[src/rtl/pc_stack_unit.sv]
// Program counter with hardware call/interrupt return stack.
// Optional macro PC_STACK_FLAGS_EN saves {zero, carry} on interrupt entry and restores them on reti.
module pc_stack_unit #(
    parameter int              PC_W      = 12,
    parameter int              OFF_W     = 8,
    parameter int              DEPTH     = 8,
    parameter logic [PC_W-1:0] RESET_VEC = '0,
    parameter logic [PC_W-1:0] ISR_VEC   = 12'h010
) (
    input  logic             clk,
    input  logic             rst,
    input  logic             pc_en_i,
    input  logic [3:0]       pc_oper_i,
    input  logic             jbs_i,
    input  logic             ret_i,
    input  logic             int_i,
    input  logic             reti_i,
    input  logic [PC_W-1:0]  target_i,
    input  logic [OFF_W-1:0] off_i,
    input  logic             zero_i,
    input  logic             carry_i,
    output logic [PC_W-1:0]  pc_o,
    output logic             stack_full_o,
    output logic             stack_empty_o,
    output logic             stack_err_o,
    output logic             in_isr_o,
    output logic [1:0]       flags_o,
    output logic             flags_ld_o
);

    localparam int AW   = $clog2(DEPTH);
    localparam int SP_W = AW + 1;
`ifdef PC_STACK_FLAGS_EN
    localparam int ENTRY_W = PC_W + 2;
`else
    localparam int ENTRY_W = PC_W;
`endif

    logic [ENTRY_W-1:0] mem_q [DEPTH];

    logic [PC_W-1:0]    pc_q, pc_d;
    logic [SP_W-1:0]    sp_q, sp_d;
    logic               err_q, err_d;
    logic               in_isr_q, in_isr_d;
    logic [1:0]         flags_q, flags_d;
    logic               flags_ld_q, flags_ld_d;

    logic               mem_we;
    logic [ENTRY_W-1:0] mem_wdata;
    logic [AW-1:0]      wr_addr, rd_addr;
    logic [ENTRY_W-1:0] rd_entry;
    logic [PC_W-1:0]    pc_plus1, pc_branch;
    logic               full, empty, int_acc, taken;

    assign full      = (sp_q == SP_W'(DEPTH));
    assign empty     = (sp_q == '0);
    assign wr_addr   = sp_q[AW-1:0];
    assign rd_addr   = AW'(sp_q - SP_W'(1));
    assign rd_entry  = mem_q[rd_addr];
    assign pc_plus1  = pc_q + PC_W'(1);
    assign pc_branch = pc_q + PC_W'(signed'(off_i));
    assign int_acc   = int_i && !in_isr_q;

    always_comb begin
        unique case (pc_oper_i)
            4'b0010: taken = zero_i;
            4'b0011: taken = !zero_i;
            4'b0100: taken = carry_i;
            4'b0101: taken = !carry_i;
            4'b0110: taken = 1'b1;
            default: taken = 1'b0;
        endcase
    end

    // One action per enabled cycle; a full push or empty pop sets the sticky error but the PC still moves.
    always_comb begin
        pc_d       = pc_q;
        sp_d       = sp_q;
        err_d      = err_q;
        in_isr_d   = in_isr_q;
        flags_d    = flags_q;
        flags_ld_d = 1'b0;
        mem_we     = 1'b0;
        mem_wdata  = '0;
        if (pc_en_i) begin
            if (int_acc || (!reti_i && !ret_i && jbs_i)) begin
`ifdef PC_STACK_FLAGS_EN
                mem_wdata = int_acc ? {pc_q, zero_i, carry_i} : {pc_plus1, 2'b00};
`else
                mem_wdata = int_acc ? pc_q : pc_plus1;
`endif
                if (full) begin
                    err_d = 1'b1;
                end else begin
                    mem_we = 1'b1;
                    sp_d   = sp_q + SP_W'(1);
                end
                pc_d     = int_acc ? ISR_VEC : target_i;
                in_isr_d = int_acc ? 1'b1 : in_isr_q;
            end else if (reti_i || ret_i) begin
                if (empty) begin
                    err_d = 1'b1;
                    pc_d  = RESET_VEC;
                end else begin
                    sp_d = sp_q - SP_W'(1);
                    pc_d = rd_entry[ENTRY_W-1 -: PC_W];
                end
                if (reti_i) begin
                    in_isr_d = 1'b0;
`ifdef PC_STACK_FLAGS_EN
                    flags_d    = empty ? 2'b00 : rd_entry[1:0];
                    flags_ld_d = 1'b1;
`endif
                end
            end else begin
                if (pc_oper_i == 4'b0001) begin
                    pc_d = target_i;
                end else if (taken) begin
                    pc_d = pc_branch;
                end else begin
                    pc_d = pc_plus1;
                end
            end
        end
    end

    always_ff @(posedge clk) begin
        if (rst) begin
            pc_q       <= RESET_VEC;
            sp_q       <= '0;
            err_q      <= 1'b0;
            in_isr_q   <= 1'b0;
            flags_q    <= 2'b00;
            flags_ld_q <= 1'b0;
        end else begin
            pc_q       <= pc_d;
            sp_q       <= sp_d;
            err_q      <= err_d;
            in_isr_q   <= in_isr_d;
            flags_q    <= flags_d;
            flags_ld_q <= flags_ld_d;
        end
    end

    always_ff @(posedge clk) begin
        if (mem_we) begin
            mem_q[wr_addr] <= mem_wdata;
        end
    end

    assign pc_o          = pc_q;
    assign stack_full_o  = full;
    assign stack_empty_o = empty;
    assign stack_err_o   = err_q;
    assign in_isr_o      = in_isr_q;
    assign flags_o       = flags_q;
    assign flags_ld_o    = flags_ld_q;

endmodule

[config.mk]
export PLATFORM = sky130hd
export DESIGN_NAME = pc_stack_unit
export DESIGN_NICKNAME = d
export VERILOG_FILES = /design/src/rtl/pc_stack_unit.sv
export SDC_FILE = /design/constraint.sdc
export NUM_CORES = 1
export LEC_CHECK = 0
export BUFFER_PORTS_ARGS = -buffer_cell sky130_fd_sc_hd__buf_2
export CAP_MARGIN = 40
export CORE_MARGIN = 4
export CORE_UTILIZATION = 60
export CTS_BUF_LIST = sky130_fd_sc_hd__clkbuf_2 sky130_fd_sc_hd__clkbuf_4 sky130_fd_sc_hd__clkbuf_8
export DETAILED_ROUTE_END_ITERATION = 10
export PLACE_DENSITY_LB_ADDON = 0.1
export SYNTH_ARGS = -nofsm -noshare
export SYNTH_HDL_FRONTEND = slang
export SYNTH_SLANG_ARGS = --single-unit
[constraint.sdc]
create_clock -name clk -period 4.6 [get_ports clk]
set_input_delay 0 -clock clk [delete_from_list [all_inputs] [get_ports clk]]
set_output_delay 0 -clock clk [all_outputs]
set_load 0.03 [all_outputs]
==> Yosys cells after proc, flatten, opt, wreduce, memory -nomap -nowiden <==
Memories as Yosys holds them, arrays and structs flattened.
Cells that the tools add are included.
{ "classes": {"n_addsub": 4, "eq_ne": 11, "n_mux": 27, "n_reduce_logical": 17} }
{ "op_table": {"columns": ["operator", "count"], "rows": [
  ["$mux W12", 9],
  ["$mux W4", 4],
  ["$mux W1", 13],
  ["$add A12 B1 Y12 const B", 1],
  ["$add A12 B12 Y12", 1],
  ["$eq A4 B3 Y1 const B", 3],
  ["$reduce_and A4 Y1", 3],
  ["$eq A4 B2 Y1 const B", 2],
  ["$ne A2 B2 Y1 const B", 3],
  ["$reduce_bool A2 Y1", 3],
  ["$logic_not A1 Y1", 5],
  ["$pmux W1 S5", 1],
  ["$add A4 B1 Y4 const B", 1],
  ["$eq A4 B1 Y1 const B", 1],
  ["$eq A4 B4 Y1 const B", 1],
  ["$logic_not A4 Y1", 1],
  ["$sub A4 B1 Y4 const B", 1],
  ["$logic_and A1 B1 Y1", 3],
  ["$logic_or A1 B1 Y1", 2],
  ["$ne A2 B1 Y1 const B", 1]
]} }
{ "word_totals": {"ff_bits": 18, "mem_bits_rw": 96, "in_bits": 33, "output_inout_bits": 19, "word_cells": 64, "n_memories": 1} }
{ "memory_table": {"columns": ["name", "depth", "width", "rd", "rd_ports_with_merged_regs", "wr", "line", "source"], "rows": [
  ["mem_q", 8, 12, 1, 0, 1, "39", "logic [ENTRY_W-1:0] mem_q [DEPTH];"]
]} }

==> Logic depth before layout (Yosys ltp) <==
Gate-level depths: netlist of run 1.
{ "logic_depth": {"word_depth": 8, "ltp_mapped": 12, "ltp_nobuf": 9} }

==> Worst setup path before layout of run 1 <==
Ideal clock, no wire load.
{ "synth_timing": {"path_kind": "register to register", "from": "reg sp_q[0]", "to": "mem mem_q[0][0] (netlist bit) (enable)", "setup_ps": 396, "arrival_time_ps": 2648, "required_ps": 4204, "setup_slack_ps": 1556, "stages_incl_launch_ff": 8, "path_buffers": 2, "synth_period_minus_slack_ps": 3044, "path_cell_list": "dfxtp_1 > buf_4 > buf_6 > inv_1 > ha_1 > and3b_1 > or3_4 > nor3_1"} }
{ "synth_via": {"elab_chain_len": 6} }
{ "synth_rtl": {"columns": ["item", "line", "source"], "rows": [
  ["start, declared", "42", "logic [SP_W-1:0] sp_q, sp_d;"],
  ["start signal, assigned", "137", "sp_q <= sp_d;"],
  ["$eq A4 B4 Y1", "55", "assign full = (sp_q == SP_W'(DEPTH));"],
  ["named net stack_full_o", "23", "output logic stack_full_o,"],
  ["$mux W1", "92", "if (full) begin"],
  ["$mux W1", "86", "if (int_acc || (!reti_i && !ret_i && jbs_i)) begin"],
  ["$mux W1", "85", "if (pc_en_i) begin"],
  ["$mux W1", "146", "if (mem_we) begin"],
  ["$mux W1 (not written as such)", "147", "mem_q[wr_addr] <= mem_wdata;"],
  ["end, declared", "39", null]
]} }
The timed path passes the listed nets, and every way through them passes these cells.

==> Final worst setup path of run 1 <==
{ "layout_timing": {"from": "reg sp_q[0]", "to": "reg pc_q[7] (netlist: pc_o[7])"} }
{ "layout_via": {"elab_chain_len": 5, "elab_cells_between_ends": 6, "cone_classes": "add/sub (1); mux (3); reduce/logical (1); memory (1)"} }
{ "layout_rtl": {"columns": ["item", "line", "source"], "rows": [
  ["$sub A4 B1 Y4", null, null],
  ["$mem_v2 Z8 W12", null, null],
  ["$mux W12 (*)", "101", "if (empty) begin"],
  ["$mux W12 (*)", "100", "end else if (reti_i || ret_i) begin"],
  ["$mux W12 (*)", "86", null],
  ["end signal, assigned", "136", "pc_q <= pc_d;"],
  ["end, declared", "41", "logic [PC_W-1:0] pc_q, pc_d;"]
]} }
Every way passes the cells marked *; elsewhere a longest branch is shown, timed or not.
A chain may end at the register's enable or synchronous reset.

==> impl_metrics.py, run 1 <==
metrics = {
    "place": {
        "dpl_worst_slack_ns": 1.46,
        "dp_hpwl_um": 10000,
        "routabilityCongestion": 0.895,
        "io_buffer_count": 48,
        "placed_cell_area_um2": 6380,
    },
    "die": {
        "ios": 52,
        "rows": 36,
        "start_util_pct": 61.4,
        "die_w_um": 108,
        "core-area_um2": 9770,
        "fp.dieArea_um2": 11700,
        "fp.dieH_um": 108,
    },
    "synth": {
        "ys_types": 68,
        "post-synth-top-count-cell": "edfxtp_1",
        "synth.cell_area_um2": 6000,
        "ys_warn_count": 0,
        "async_reset_ff_share_pct": 0,
        "synthFlopType": "edfxtp_1",
        "ys_seq_area_share_pct": 54.1,
        "ys_ff_latch": 114,
        "synth_edf_count": 96,
        "synth.top_cells.by_area": "edfxtp_1, mux4_2, dfxtp_1",
        "synth_top_area_share_pct": 48.1,
        "avgSynthCellArea_um2": 12.7,
        "synth_top_cell_by_area": "edfxtp_1",
        "syn_inst": 474,
        "synth_commonest_cells": "edfxtp_1, nor2_1, a21oi_1",
    },
    "cts": {
        "cts_inserted_buffers": 17,
        "cts_resized": 0,
        "clk_latency_ns": 0.41,
        "cts_root_buf": "clkbuf_8",
        "cts.sinks": 114,
        "cts_hold_buf": 8,
        "cts_setup_buffers": 0,
        "clk_path_buf_depth": 2,
        "cts_tree": "built",
        "clk_transition_reported_paths_ns": 0.07,
        "cts_htree_levels": 4,
    },
    "timing": {
        "max_freq_mhz": 317,
        "worst_pin_slew_ns": 0.867,
        "drv_slew": 0,
        "rsz0062_at_grt": "no",
        "tns_ns": 0,
        "fin_crit_sh_pct": 68.5,
        "setup_viol": 0,
        "max_slew_margin_pct": 42.1,
        "finClkSkew_ns": 0.00651,
        "hold_viol": 0,
        "period_minus_slack_ns": 3.15,
        "worst_slack_ns": 1.45,
    },
    "routing": {
        "wl_per_cell_um": 21.1,
        "drtIter0Drc": 435,
        "drtPass1Iterations": 5,
        "ant_nets": 0,
        "drc": 0,
        "routed_via_density": 6.18,
        "vias": 4197,
        "routed_wirelength_um": 14300,
    },
    "finish": {
        "fillCellCount": 712,
        "syn_to_final_growth_pct": 13.6,
        "multi_input_area_um2": 2590,
        "seq_area_um2": 3240,
        "layout-drive-gt1-share_pct": 23.1,
        "n_antenna_cell": 0,
        "fin_util_pct": 69.7,
        "fin_nets": 582,
        "stdcell_area_um2": 6810,
    },
    "critical_path": {
        "slowest_stage": "ha_1",
        "crit_arrival_ns": 3.45,
        "crit_path_max_fanout": 19,
        "crit_chain": "buf_16 -> inv_1 -> ha_1 -> buf_4 -> mux4_2 -> mux2i_1 -> o21ai_0 -> o311a_1",
        "worstSetupStartpointType": "flop",
        "endpoint_kind": "flop",
        "cp.required_ns": 4.90,
        "slowest_delay_ns": 0.77,
        "crit_type": "flop to flop",
    },
    "grt": {
        "grt-ovfl-total": 0,
        "globalRouteTotalUtil_pct": 26.0,
        "first_global_vias": 4088,
        "grt_max_degree": 30,
        "antenna_found_initial": 0,
        "grt_pass1_wl_um": 22300,
    },
    "pwr": {
        "p_total_uw": 2720,
        "powerDensity_nw_per_um2": 399,
        "ir_drop_mv": 0.345,
        "p_leak_uw": 0.00248,
    },
    "outcome": {
        "status": "finished, final reports clean",
    },
    "run": {
        "maxCapViolCount": 0,
    },
    "worst_hold_path": {
        "hold_path.class": "primary input to flop",
    },
}
## cell usage in the layout, fill, tap and decap left out, types with 14 or more instances in the layout
cell / synthesis / final
edfxtp_1: 96 / 96
nor2_1: 50 / 50
buf_2: 5 / 48
a21oi_1: 29 / 29
mux4_2: 24 / 24
nand2_1: 20 / 20
o21ai_0: 19 / 19
clkbuf_8: 0 / 17
dfxtp_1: 18 / 17
xnor2_1: 16 / 16
xor2_1: 15 / 15
mux2i_1: 15 / 15
ha_1: 14 / 14
## metal layers
metal / GRT usage, % / up-vias / share of wire (%)
met2: 42.6 / 176 / 49
met5: 0 / - / 0
li1: - / 1949 / -
met3: 4.48 / 30 / 5.6
met1: 35.2 / 2042 / 43
met4: 9.56 / 0 / 2.5
## path summary, 6_finish.rpt
kind,start,to,depth (start not counted),slack [ns]
worst min register to register,stack_err_o,stack_err_o,2,0.49
worst max register to register,sp_q[0],pc_o[7],8,1.45
worst max-delay path,sp_q[0],pc_o[7],8,1.45
worst min-delay path,target_i[11],pc_o[11],3,0.03
## stage by stage
| step | hold WS (ns) | std cells |
|---|---|---|
| finish | 0.0300 | 679 |
| global route | 0.0240 | 679 |
| CTS | 0.00368 | 679 |
| detailed placement | 0.280 | 640 |
| global placement | 0.255 | 639 |
| floorplan | 0.119 | 476 |
## final cells by class
class | count | share of cell area, %
sequential | 114 | 47.6
tap | 133 | 2.44
clock buffer | 17 | 3.43
multi-input combinational | 326 | 38.0
clock inverter | 14 | 1.80
inverter | 7 | 0.386
timing repair buffer | 68 | 6.32
## power by group
group | total (µW) | switching (µW) | internal [µW] | leakage (µW)
Clock | 844 | 380 | 464 | 0.000178
Sequential | 1210 | 55.6 | 1160 | 0.00105
Combinational | 659 | 368 | 291 | 0.00125
Total | 2720 | 803 | 1910 | 0.00248
## worst max-delay path, delay by kind of cell, from the launching register on
family                     cells  cell delay [ns]
DFF                            1             0.66
muxes                          2             0.50
adders and majority gates      1             0.77
AOI/OAI and AO/OA              2             0.45
buffers and inverters          3             0.63
## kinds of logic (layout without fill, tap and decap cells)
family	count (synthesis)	after routing	synth area share [%]
AOI/OAI and AO/OA	101	101	11.6
xor gates and xnor gates	31	31	4.53
adders and majority gates	15	15	3.25
buffers and inverters	36	106	3.13
DFF	114	114	54.1
muxes	40	40	11.7
other	1	3	0.0625
and+or+nand+nor	136	136	11.7
## registers in the layout, summed over array words and instances, names as in the netlist
name,cells
mem_q,96
pc_o,12
sp_q,4
in_isr_o,1
stack_err_o,1
Power figures use the tool's default switching activity.
==> run 2, diff against run 1 <==
==> constraint.sdc (replaced) <==
create_clock -name clk -period 3 [get_ports clk]
set_input_delay 0 -clock clk [delete_from_list [all_inputs] [get_ports clk]]
set_output_delay 0 -clock clk [all_outputs]
set_load 0.03 [all_outputs]
==> run 2 against run 1 <==
  * Clock-buffer cell count is 1 higher
  * Core utilization grew 1.0 points
  * Setup slack got worse by 1.1 ns
  * Sequential power increased by 52%
  * Wire length rose by 2.4%
  * Register-to-register slack got worse by 1.1 ns
  * Sequential share of layout area down 0.71 points
  * Clock power up 85%
  * Worst hold slack gained 0.0027 ns
  * Final area grew 1.5%
  * Final cell count grew 0.88%
  * First-iteration DRC count is 1.1% higher
==> impl_metrics.py, run 2 (synthesis results as in run 1) <==
metrics = {
    "place": {
        "io_buffer_count": 48,
        "routabilityCongestion": 0.924,
        "dp_hpwl_um": 10000,
    },
    "grt": {
        "use_met1_pct": 35.7,
        "grt_pass1_wl_um": 23300,
        "first_global_vias": 4275,
        "globalRouteTotalUtil_pct": 27.1,
        "grt_max_degree": 32,
        "antenna_found_initial": 0,
        "grt-ovfl-total": 0,
        "met3_usage_pct": 6.27,
        "top_usage_layer": "met2",
        "grt_use_met2_pct": 43.6,
    },
    "finish": {
        "top_register": "mem_q",
        "layout-drive-gt1-share_pct": 23.6,
        "final_common_cell": "edfxtp_1",
        "largest_reg_flops": 96,
        "n_antenna_cell": 0,
        "layout_common_cells": "edfxtp_1, nor2_1, buf_2, a21oi_1, mux4_2",
        "fin_nets": 588,
        "syn_to_final_growth_pct": 15.3,
    },
    "critical_path": {
        "cp-startpoint": "sp_q[1]",
        "reg2regPathDepth": 8,
        "crit_type": "flop to flop",
        "rrSetupSlack_ns": 0.39,
        "endpoint_kind": "flop",
        "crit_arrival_ns": 2.90,
        "cp.required_ns": 3.29,
        "crit_path_max_fanout": 10,
        "r2r-start": "sp_q[1]",
        "cp-endpoint": "pc_o[10]",
        "rr_endpoint": "pc_o[10]",
        "worstSetupStartpointType": "flop",
    },
    "cts": {
        "cts_root_buf": "clkbuf_8",
        "cts_setup_buffers": 0,
        "cts_htree_levels": 4,
        "clk_path_buf_depth": 2,
        "cts_tree": "built",
        "cts_resized": 0,
        "clk_latency_ns": 0.42,
        "cts.sinks": 114,
        "cts_inserted_buffers": 17,
        "clk_transition_reported_paths_ns": 0.07,
    },
    "timing": {
        "max_freq_mhz": 382,
        "fin_crit_sh_pct": 87.2,
        "hold_viol": 0,
        "hold_ws_ns": 0.0327,
        "rsz0062_at_grt": "no",
        "max_slew_margin_pct": 48.1,
        "drv_slew": 0,
        "setup_viol": 0,
        "period_minus_slack_ns": 2.61,
        "tns_ns": 0,
        "finClkSkew_ns": 0.0141,
        "worst_pin_slew_ns": 0.778,
    },
    "pwr": {
        "ir_drop_mv": 0.494,
        "p_leak_uw": 0.00254,
        "powerDensity_nw_per_um2": 643,
    },
    "die": {
        "core-area_um2": 9770,
        "start_util_pct": 61.4,
        "die_w_um": 108,
        "fp.dieArea_um2": 11700,
        "rows": 36,
        "ios": 52,
        "fp.dieH_um": 108,
    },
    "routing": {
        "drc": 0,
        "drtIter0Drc": 440,
        "vias": 4247,
        "wl_per_cell_um": 21.4,
        "routed_wirelength_um": 14600,
        "routed_via_density": 6.20,
        "ant_nets": 0,
        "drtPass1Iterations": 5,
    },
    "worst_hold_path": {
        "hold_path.class": "primary input to flop",
    },
    "outcome": {
        "status": "finished, final reports clean",
    },
    "run": {
        "maxCapViolCount": 0,
    },
}
-- run 2: cell types whose count changed in the layout (fill, tap and decap cells not counted) --
cell	before	now
clkinv_1	5	6
buf_16	1	0
bufinv_16	2	5
buf_4	11	17
clkinvlp_4	2	0
dlygate4sd3_1	8	9
clkbuf_4	0	1
clkinv_2	4	0
inv_6	0	1
-- run 2: worst max-delay path, stage by stage, from the launching register on --
cell and delay [ns]:
dfxtp_1 0.49, inv_1 0.12, ha_1 0.61, buf_4 0.25, mux4_2 0.29, mux2i_1 0.26
o221ai_1 0.16, o21ai_0 0.20, o21ai_0 0.11
-- run 2: metrics by stage --
step	power (µW)	instances	cell area [µm²]	util [%]	worst slack, ns
floorplan	2620	476	6010	-	0.278
global placement	2870	645	6390	65.4	0.524
detailed placement	2900	645	6390	65.4	0.428
CTS	4470	685	6920	70.8	0.398
global route	4650	685	6920	70.8	0.206
finish	4450	685	6920	70.8	0.385
-- run 2: area by class of cell --
class / instances / area, µm²
clock inverter: 13 / 190
sequential: 114 / 3240
inverter: 7 / 26.3
timing repair buffer: 74 / 458
clock buffer: 18 / 241
tap: 133 / 166
fill: 689 / 2860
multi-input combinational: 326 / 2590
-- run 2: where the power goes --
group	internal, µW	switching, µW	total [µW]
sequential	1780	62.2	1840
combinational	452	596	1050
clock	980	580	1560
total	3210	1240	4450
-- run 2: routing by layer --
layer | wire length (µm) | vias to the layer above
li1 | - | 1963
met1 | 6000 | 2058
met2 | 7160 | 194
met3 | 1100 | 32
met4 | 388 | 0
met5 | 0 | -
-- run 2: repair_timing --
action / CTS / global route
setup endpoints to repair: 0 / 0
endpoints found under the hold margin: 12 / 0
hold buffers: 9 / 0
-- run 2: worst min-delay path by stage --
stage | startpoint | to | depth (start not counted) | slack, ns
after floorplan | reti_i | in_isr_o | 1 | 0.12
after global placement | reti_i | in_isr_o | 2 | 0.27
after detailed placement | reti_i | in_isr_o | 2 | 0.27
after CTS | target_i[8] | pc_o[8] | 3 | 0.003
after global routing | target_i[4] | pc_o[4] | 4 | 0.07
final | target_i[8] | pc_o[8] | 3 | 0.03
